===== config.mk =====
export PLATFORM = sky130hd
export DESIGN_NAME = pimc_dispatch
export DESIGN_NICKNAME = d
export VERILOG_FILES = /design/src/rtl/pimc_pkg.sv /design/src/rtl/pimc_rr_arb.sv /design/src/rtl/pimc_dispatch.sv
export SDC_FILE = /design/constraint.sdc
export NUM_CORES = 1
export LEC_CHECK = 0
export BUFFER_PORTS_ARGS = -buffer_cell sky130_fd_sc_hd__buf_2
export CAP_MARGIN = 20
export CORE_ASPECT_RATIO = 1.5
export CORE_MARGIN = 4
export CORE_UTILIZATION = 55
export DETAILED_ROUTE_END_ITERATION = 10
export PLACE_DENSITY = 0.74
export SLEW_MARGIN = 20
export SYNTH_ARGS = -nofsm -noshare
export SYNTH_HDL_FRONTEND = slang
export SYNTH_HIERARCHICAL = 1
export SYNTH_SLANG_ARGS = --single-unit
export TNS_END_PERCENT = 1

===== constraint.sdc =====
create_clock -name clk -period 4.4 [get_ports clk]
set_input_delay 0.22 -clock clk [delete_from_list [all_inputs] [get_ports clk]]
set_output_delay 0.22 -clock clk [all_outputs]
set_load 0.005 [all_outputs]

===== src/rtl/pimc_pkg.sv =====
// Shared types and constants for the interrupt dispatch scheduler.
package pimc_pkg;

   localparam int unsigned PIMC_PROC_W = 8;

   // One routing table entry: mask=1 keeps the line out of arbitration.
   typedef struct packed {
      logic                   mask;
      logic [PIMC_PROC_W-1:0] proc;
   } irqtab_ent_t;

   // Every line comes out of reset masked and routed to processor 0.
   localparam logic                   ENT_RST_MASK = 1'b1;
   localparam logic [PIMC_PROC_W-1:0] ENT_RST_PROC = '0;
   localparam irqtab_ent_t            ENT_RST      = '{mask: ENT_RST_MASK, proc: ENT_RST_PROC};

   // Dispatcher FSM encoding.
   localparam logic [0:0] ST_IDLE    = 1'b0;
   localparam logic [0:0] ST_PRESENT = 1'b1;

endpackage


===== src/rtl/pimc_rr_arb.sv =====
// Combinational round-robin picker: first request at or above ptr, wrapping to 0.
module pimc_rr_arb #(
   parameter int N     = 16,
   parameter int IDX_W = 8
) (
   input  logic [N-1:0]     req,
   input  logic [IDX_W-1:0] ptr,
   output logic             grant_valid,
   output logic [IDX_W-1:0] grant_idx
);

   logic             hi_v, lo_v;
   logic [IDX_W-1:0] hi_idx, lo_idx;

   // Lowest request at/above ptr wins; otherwise lowest request below ptr (wrap).
   always_comb begin
      hi_v   = 1'b0;
      lo_v   = 1'b0;
      hi_idx = '0;
      lo_idx = '0;
      // Scan downward so the last hit in each half is the lowest index.
      for (int i = N - 1; i >= 0; i--) begin
         if (req[i]) begin
            if (i >= int'(ptr)) begin
               hi_v   = 1'b1;
               hi_idx = IDX_W'(i);
            end else begin
               lo_v   = 1'b1;
               lo_idx = IDX_W'(i);
            end
         end
      end
      grant_valid = hi_v | lo_v;
      grant_idx   = hi_v ? hi_idx : lo_idx;
   end

endmodule


===== src/rtl/pimc_dispatch.sv =====
// Interrupt dispatch scheduler: edge-captures IRQ pins into a pending vector,
// masks/routes them through a config-programmed table and presents one
// message at a time to the core until it is acknowledged.
module pimc_dispatch #(
   parameter int IRQ_PIN_COUNT = 16,
   parameter int LINE_W        = 8,
   parameter int PROC_W        = 8
) (
   input  logic                     clk,
   input  logic                     rst,
   input  logic [IRQ_PIN_COUNT-1:0] irq_in,
   input  logic                     cfg_we,
   input  logic [LINE_W-1:0]        cfg_idx,
   input  logic [PROC_W:0]          cfg_wdata,
   output logic [PROC_W:0]          cfg_rdata,
   input  logic                     irqack,
   output logic                     notify,
   output logic [LINE_W-1:0]        lineno,
   output logic [PROC_W-1:0]        processor_id,
   output logic [IRQ_PIN_COUNT-1:0] pending
);

   import pimc_pkg::*;

   localparam logic              RST_MASK = ENT_RST.mask;
   localparam logic [PROC_W-1:0] RST_PROC = PROC_W'(ENT_RST.proc);

   logic [IRQ_PIN_COUNT-1:0] irq_prev;
   logic [IRQ_PIN_COUNT-1:0] tab_mask;
   logic [PROC_W-1:0]        tab_proc [IRQ_PIN_COUNT];
   logic [0:0]               state;
   logic [LINE_W-1:0]        rr_ptr;

   logic [IRQ_PIN_COUNT-1:0] rise;
   logic [IRQ_PIN_COUNT-1:0] ack_clr;
   logic [IRQ_PIN_COUNT-1:0] eligible;
   logic                     ack_fire;
   logic                     grant_valid;
   logic [LINE_W-1:0]        grant_idx;
   logic [LINE_W-1:0]        rr_next;
   logic [PROC_W-1:0]        grant_proc;
   logic [PROC_W:0]          rd_word;

   assign rise     = irq_in & ~irq_prev;
   assign eligible = pending & ~tab_mask;
   assign ack_fire = (state == ST_PRESENT) && irqack;
   assign rr_next  = (lineno == LINE_W'(IRQ_PIN_COUNT - 1)) ? '0 : lineno + LINE_W'(1);

   pimc_rr_arb #(
      .N     (IRQ_PIN_COUNT),
      .IDX_W (LINE_W)
   ) u_arb (
      .req         (eligible),
      .ptr         (rr_ptr),
      .grant_valid (grant_valid),
      .grant_idx   (grant_idx)
   );

   // Index decode: ack clear mask, granted line's route, and config read mux.
   // Out-of-range cfg_idx matches no entry, so reads return 0.
   always_comb begin
      ack_clr    = '0;
      grant_proc = '0;
      rd_word    = '0;
      for (int i = 0; i < IRQ_PIN_COUNT; i++) begin
         if (ack_fire && lineno == LINE_W'(i)) ack_clr[i] = 1'b1;
         if (grant_idx == LINE_W'(i))          grant_proc = tab_proc[i];
         if (cfg_idx == LINE_W'(i))            rd_word    = {tab_mask[i], tab_proc[i]};
      end
   end

   // Edge capture and pending latch; a new edge on the acked line wins over the clear.
   always_ff @(posedge clk) begin
      if (rst) begin
         irq_prev <= '0;
         pending  <= '0;
      end else begin
         irq_prev <= irq_in;
         pending  <= (pending & ~ack_clr) | rise;
      end
   end

   // Routing table and registered config read (read sees the pre-write value).
   always_ff @(posedge clk) begin
      if (rst) begin
         tab_mask  <= {IRQ_PIN_COUNT{RST_MASK}};
         cfg_rdata <= '0;
         for (int i = 0; i < IRQ_PIN_COUNT; i++) tab_proc[i] <= RST_PROC;
      end else begin
         cfg_rdata <= rd_word;
         if (cfg_we) begin
            for (int i = 0; i < IRQ_PIN_COUNT; i++) begin
               if (cfg_idx == LINE_W'(i)) begin
                  tab_mask[i] <= cfg_wdata[PROC_W];
                  tab_proc[i] <= cfg_wdata[PROC_W-1:0];
               end
            end
         end
      end
   end

   // Dispatch FSM: the message is captured at grant so later table writes
   // or masking cannot disturb it while it is presented.
   always_ff @(posedge clk) begin
      if (rst) begin
         state        <= ST_IDLE;
         notify       <= 1'b0;
         lineno       <= '0;
         processor_id <= '0;
         rr_ptr       <= '0;
      end else if (state == ST_IDLE) begin
         if (grant_valid) begin
            state        <= ST_PRESENT;
            notify       <= 1'b1;
            lineno       <= grant_idx;
            processor_id <= grant_proc;
         end
      end else begin
         if (irqack) begin
            state  <= ST_IDLE;
            notify <= 1'b0;
            rr_ptr <= rr_next;
         end
      end
   end

endmodule


## Word-level counts from Yosys, hierarchy flattened

Memories as Yosys holds them, arrays and structs flattened.
Cells that the tools add are included.

| storage, ports and cells | value |
|---|---|
| RAM bits | 128 |
| memories kept | 1 |
| bits of input ports | 37 |
| output and inout port bits | 42 |
| register bits after elaboration | 83 |

Memories:

| name | depth | bits a word | rd ports | clocked after memory_dff | wr ports | line | source |
|---|---|---|---|---|---|---|---|
| tab_proc | 16 | 8 | 16 | 0 | 16 | pimc_dispatch.sv:30 | `logic [PROC_W-1:0] tab_proc [IRQ_PIN_COUNT];` |

| cells by class | value |
|---|---|
| multiplexer cells | 266 |
| add/subtract/negate cells | 1 |
| reductions and logical operators | 40 |
| bitwise gates (word level) | 25 |
| equal/unequal tests | 46 |
| $lt $le $gt $ge | 16 |

Operators with widths:

| kind | count |
|---|---|
| 2-to-1 mux 8 bit | 96 |
| == test 8 x 4 -> 1 bit, second input constant | 24 |
| 2-to-1 mux 1 bit | 152 |
| 2-to-1 mux 9 bit | 16 |
| == test 8 x 3 -> 1 bit, second input constant | 12 |
| greater-or-equal comparator 4 x 8 -> 1 bit, first input constant | 8 |
| bitwise AND 16 bit | 3 |
| == test 8 x 2 -> 1 bit, second input constant | 6 |
| NOT 16 bit | 3 |
| AND reduction 2 bit | 19 |
| greater-or-equal comparator 3 x 8 -> 1 bit, first input constant | 4 |
| == test 8 x 1 -> 1 bit, second input constant | 3 |
| logical NOT 8 bit | 3 |
| logical AND 1 bit | 17 |
| bitwise OR 1 bit | 17 |
| greater-or-equal comparator 1 x 8 -> 1 bit, first input constant | 2 |
| greater-or-equal comparator 2 x 8 -> 1 bit, first input constant | 2 |
| bitwise OR 16 bit | 1 |
| adder 8 x 1 -> 8 bit, second input constant | 1 |
| 2-to-1 mux 4 bit | 2 |
| inequality test 2 bit, second input constant | 1 |
| nonzero test 2 bit | 1 |
| NOT 1 bit | 1 |

## Longest topological paths before layout

| logic depth | value |
|---|---|
| depth in word-level cells | 51 |
| mapped depth | 16 |
| mapped depth without buffers | 13 |

## Hierarchy

Netlist, hierarchy kept.

By module, submodules not included:

| module | cells an instance | sequential area each (um^2) | area an instance (um^2) | instances |
|---|---|---|---|---|
| pimc_dispatch | 959 | 5,505.3 | 10,405.0 | 1 |
| pimc_rr_arb | 164 | 0.0 | 1,042.2 | 1 |

## Worst setup path after synthesis

OpenSTA, ideal clock, no wires.

| timing | value |
|---|---|
| path type | register -> register |
| from | register pending[5] |
| to | register processor_id[0] |
| stages on the path, launching flop included | 15 |
| setup time | 0.126 ns |
| period minus slack after synthesis | 3.143 ns |
| data arrival time | 3.017 ns |
| data required time | 4.274 ns |
| slack | 1.257 ns |
| cell sequence | dfxtp_1 > nor2b_1 > nor2b_1 > o21a_1 > o21ai_0 > o21ai_1 > nor2b_1 > or3_1 > o221ai_1 > buf_4 > mux2_2 > a41oi_1 > o311ai_1 > nor4_1 > nor4_1 |

| on the way | value |
|---|---|
| cells in the longest elaborated chain, start to end | 30 |
| elaborated cells on any way between the ends | 80 |
| classes of those cells | eq/ne: 15; mux: 61; bitwise: 2; reduce/logical: 2 |

Ends and longest elaborated chain:

| element | line | source |
|---|---|---|
| start, declared | pimc_dispatch.sv:20 | `output logic [IRQ_PIN_COUNT-1:0] pending` |
| start signal, assigned | pimc_dispatch.sv:79 | `pending <= (pending & ~ack_clr) \| rise;` |
| bitwise AND 16 bit (*) | pimc_dispatch.sv:45 | `assign eligible = pending & ~tab_mask;` |
| via eligible[5] | pimc_dispatch.sv:36 | `logic [IRQ_PIN_COUNT-1:0] eligible;` |
| 2-to-1 mux 8 bit / 2-to-1 mux 1 bit (equally long branches) | pimc_rr_arb.sv:23 | `if (req[i]) begin` |
| 2-to-1 mux 8 bit / 2-to-1 mux 1 bit (equally long branches) | pimc_rr_arb.sv:24 | `if (i >= int'(ptr)) begin` |
| 2-to-1 mux 8 bit / 2-to-1 mux 1 bit (equally long branches) | pimc_rr_arb.sv:23 |  |
| 2-to-1 mux 8 bit / 2-to-1 mux 1 bit (equally long branches) | pimc_rr_arb.sv:24 |  |
| 2-to-1 mux 8 bit / 2-to-1 mux 1 bit (equally long branches) | pimc_rr_arb.sv:23 |  |
| 2-to-1 mux 8 bit / 2-to-1 mux 1 bit (equally long branches) | pimc_rr_arb.sv:24 |  |
| (+2 left out) | n/a |  |
| 2-to-1 mux 8 bit / 2-to-1 mux 1 bit (equally long branches) | pimc_rr_arb.sv:23 |  |
| 2-to-1 mux 8 bit / 2-to-1 mux 1 bit (equally long branches) | pimc_rr_arb.sv:24 |  |
| 2-to-1 mux 8 bit / 2-to-1 mux 1 bit (equally long branches) | pimc_rr_arb.sv:23 |  |
| 2-to-1 mux 8 bit (*) | pimc_rr_arb.sv:34 | `grant_idx = hi_v ? hi_idx : lo_idx;` |
| via grant_idx[0] | pimc_dispatch.sv:39 | `logic [LINE_W-1:0] grant_idx;` |
| logical NOT 8 bit | pimc_dispatch.sv:67 | `if (grant_idx == LINE_W'(i)) grant_proc = tab_proc[i];` |
| 2-to-1 mux 8 bit (15 in a row) | pimc_dispatch.sv:67 |  |
| 2-to-1 mux 8 bit (*) | pimc_dispatch.sv:67 |  |
| end signal, assigned | pimc_dispatch.sv:116 | `processor_id <= grant_proc;` |
| end, declared | pimc_dispatch.sv:19 | `output logic [PROC_W-1:0] processor_id,` |

The timed path passes the listed nets; every way through them passes the cells marked *.
A chain may end at the register's enable or synchronous reset.

## Final worst setup path

| timing | value |
|---|---|
| from | register pending[5] |
| to | register processor_id[2] |

The elaborated chain is that of the path after synthesis.

==> metrics.txt <==
Synth warnings=6; DRT Pass-1 Iters=6; CTS buffer count=22; post-synthesis sequential area ratio=48.1%; vias=roughly 9600; Final TNS setup=0 ns; maximum root-to-sink buffer count=3; Synth cell types=86; clock slew at reported path FFs=0.06 ns; dpl ws=0.548 ns; Critical-path top delay cell=nor2b_1; Startpoint Class=register; Initial DRC Count=1135; Non-Filler Instances=1459; flip-flop and latch count after synthesis=211; total gr overflow=0; Pleak=4.63 nW; worst skew pair latency=0.52 ns; critical path arrival=4.38 ns; Worst path max stage delay=approximately 0.45 ns; # IOs=79; Residual DRC=0; crit path kind=register to register; total power=4.49 mW; post-synthesis cell count=1123; final worst setup slack=~0.47 ns; Die Wd=about 130 um; Max VDD drop=between 0.3 and 0.4 mV; final WL=36.8 mm; fin nets=1221; Synth Cell Area=11400 um^2; Power Density=351 nW/um^2; vias in the first global route=between 9000 and 10000; TritonCTS clock tree=done; Slew HR=27.2%; Max H-tree Level=1; Initial Utilization=56.1%; Die Ht=185 um; core area=20400 um^2; min cycle time layout=3.93 ns; Crit path required time=4.85 ns; Hold WC Path Type=input port to register; Top FF cell, synth=edfxtp_1; Fin Clk Skew=roughly 0.025 ns; filler instances=1730; syn avg cell area=10.2 um^2; most used cell, CP=nor2b_1; status=completed; crit-path max FO=35; PortBufs=78; final hold violations=0; Final Max Slew Viols=0; Routed Antenna Nets=0; via/cell ratio=6.58; max_cap viols=0; ant diodes=0; Final Setup Violations=0; detailed placement HPWL=26.2 mm; routed length per placed instance=25.2 um; first-pass GRT wire length=55.7 mm; CP endpoint kind=register; Final Core Density=62.6%; Async S/R FF share, synth=0%; Total GRT Usage=31.0%; RSZ-0062 raised after global routing=false; HP Start=cfg_wdata[8]; Worst R2R Start=pending[5]; Placer Congestion=between 1 and 1.5; slew at the pin closest to its max-slew limit=1.09 ns; largest net degree at the start of global routing=54; Crit. Startpoint=pending[5]; clock root buffer=clkbuf_16; critical-path cell list=nor2b_1 -> nor2b_1 -> o21a_1 -> o21ai_0 -> o21ai_1 -> nor2b_1 -> or3_1 -> o221ai_4 -> buf_12 -> inv_1 -> a2bb2oi_1 -> a21oi_1 -> a211oi_2 -> o21a_1; EDFF count, synth=about 130; fin crit share=roughly nine tenths; Die Footprint=23200 um^2; initial antenna violation count=0; Max Clock Freq=about 250 MHz; placed cells=1404; num rows=64; P&R area growth vs syn=11.7%; fraction of layout cells with a size suffix above 1=18.0%; clock sink total=approximately 210
per-layer routing:
layer	share of wire, %	vias to the layer above	GRT usage [%]
li1	-	4241	-
met1	33	4634	33.8
met2	53	554	57.1
met3	7.1	166	4.12
met4	7.0	0	18.6
met5	0	-	0
timing repair:
| item | 4_1_cts | 5_1_grt |
|---|---|---|
| setup buffers | 0 | 0 |
| setup endpoints to repair | 0 | 1 |
| resized for setup | 0 | 1 |
| endpoints found under the hold margin | 28 | 0 |
| hold buffers | 16 | 0 |
area by class of cell:
cell class,count,area (um^2),share of cell area [%]
flip-flops and latches,211,5510,43.1
multi-input cells,802,5380,42.1
repair buffers,118,756,5.91
clock buffers,27,591,4.62
well taps,264,330,2.58
clock inverters,12,126,0.989
inverters,25,93.8,0.734
cells in the mapped netlist (5+ instances only):
cell | number | area [um^2]
o21ai_0 | 73 | 365
and2_1 | 5 | 31.3
a211oi_1 | 8 | 60.1
a31oi_1 | 19 | 119
buf_6 | 11 | 124
inv_1 | 24 | 90.1
a21o_1 | 6 | 45.0
mux4_1 | 6 | 158
o211ai_1 | 9 | 67.6
nand3b_1 | 6 | 45.0
buf_2 | 26 | 130
buf_4 | 10 | 75.1
nor2b_1 | 52 | 325
nor3_1 | 5 | 25.0
mux4_2 | 23 | 518
a22oi_1 | 16 | 120
or3_1 | 8 | 50.1
edfxtp_1 | 128 | 3840
mux2i_1 | 34 | 340
a22o_1 | 6 | 52.6
nand2b_1 | 33 | 206
o22ai_1 | 14 | 87.6
and3_1 | 8 | 50.1
nand4_1 | 5 | 31.3
dfxtp_1 | 83 | 1660
clkbuf_1 | 32 | 120
nand2_1 | 107 | 402
o221a_2 | 5 | 56.3
o21a_1 | 9 | 67.6
a21oi_1 | 62 | 310
nand3_2 | 6 | 60.1
mux2_2 | 19 | 214
o2111ai_1 | 6 | 52.6
o2bb2ai_1 | 5 | 43.8
nand3_1 | 25 | 125
nor2_1 | 131 | 492
metrics by stage:
stage	cell area [um^2]	hold WS [ns]
final	12800	0.169
after global routing	12800	0.177
after CTS	12800	0.160
after detailed placement	11900	0.453
after global placement	11900	0.448
after floorplan	11500	0.345
path summary, 6_finish.rpt:
| path | endpoint | cells past startpoint | slack, ns |
|---|---|---|---|
| setup reg to reg | processor_id[2] | 14 | 0.47 |
| hold reg to reg | notify | 1 | 0.46 |
| setup / recovery | processor_id[2] | 14 | 0.47 |
| hold / removal | tab_mask[14] | 3 | 0.17 |
where the power goes:
| group | internal, mW | switching [mW] | leakage, nW |
|---|---|---|---|
| Clock | 1.12 | 0.767 | 0.349 |
| Combinational | 0.131 | 0.203 | 2.38 |
| Sequential | 2.20 | 0.0689 | 1.90 |
sequential cells by signal, summed over array words and instances (netlist names):
register      flops
lineno            8
notify            1
rr_ptr            8
irq_prev         16
pending          16
tab_proc        128
tab_mask         16
cfg_rdata         9
processor_id      8
state             1
kinds of logic after synthesis:
kind of cell	synth area share, %
adders and majority gates	0.525
muxes	10.7
xor gates and xnor gates	0.459
other	0.0328
buffers and inverters	5.33
AOI/OAI and AO/OA	16.3
DFF	48.1
and+or+nand+nor	18.6
cells in the final DEF, fill, tap and decap left out, drive strengths merged, types with 7 or more instances in the layout:
master       netlist  final
a22oi             16     16
buf               50    102
nor4               7      7
or3                8      8
a21oi             66     66
nor2             133    133
nor2b             52     52
clkbuf            38     27
o21ai             77     77
inv               24     24
a31oi             19     19
edfxtp           128    128
nand4              7      7
a211oi             8      8
mux2              19     19
nand2b            33     33
dlygate4sd3        0     16
mux4              29     29
and3               8      8
o22ai             14     14
mux2i             34     34
dfxtp             83     83
nand2            109    109
nand3             31     31
o211ai             9      9
o21a               9      9
clkinv             1     10
worst max-delay path, delay by kind of cell (launching register included):
kind                   cells  cell delay [ns]
AND/OR/NAND/NOR            4             1.15
AO/OA/AOI/OAI              8             1.81
buffers and inverters      2             0.54
flip-flops                 1             0.34
No activity file was read; power rests on OpenSTA's default activity.
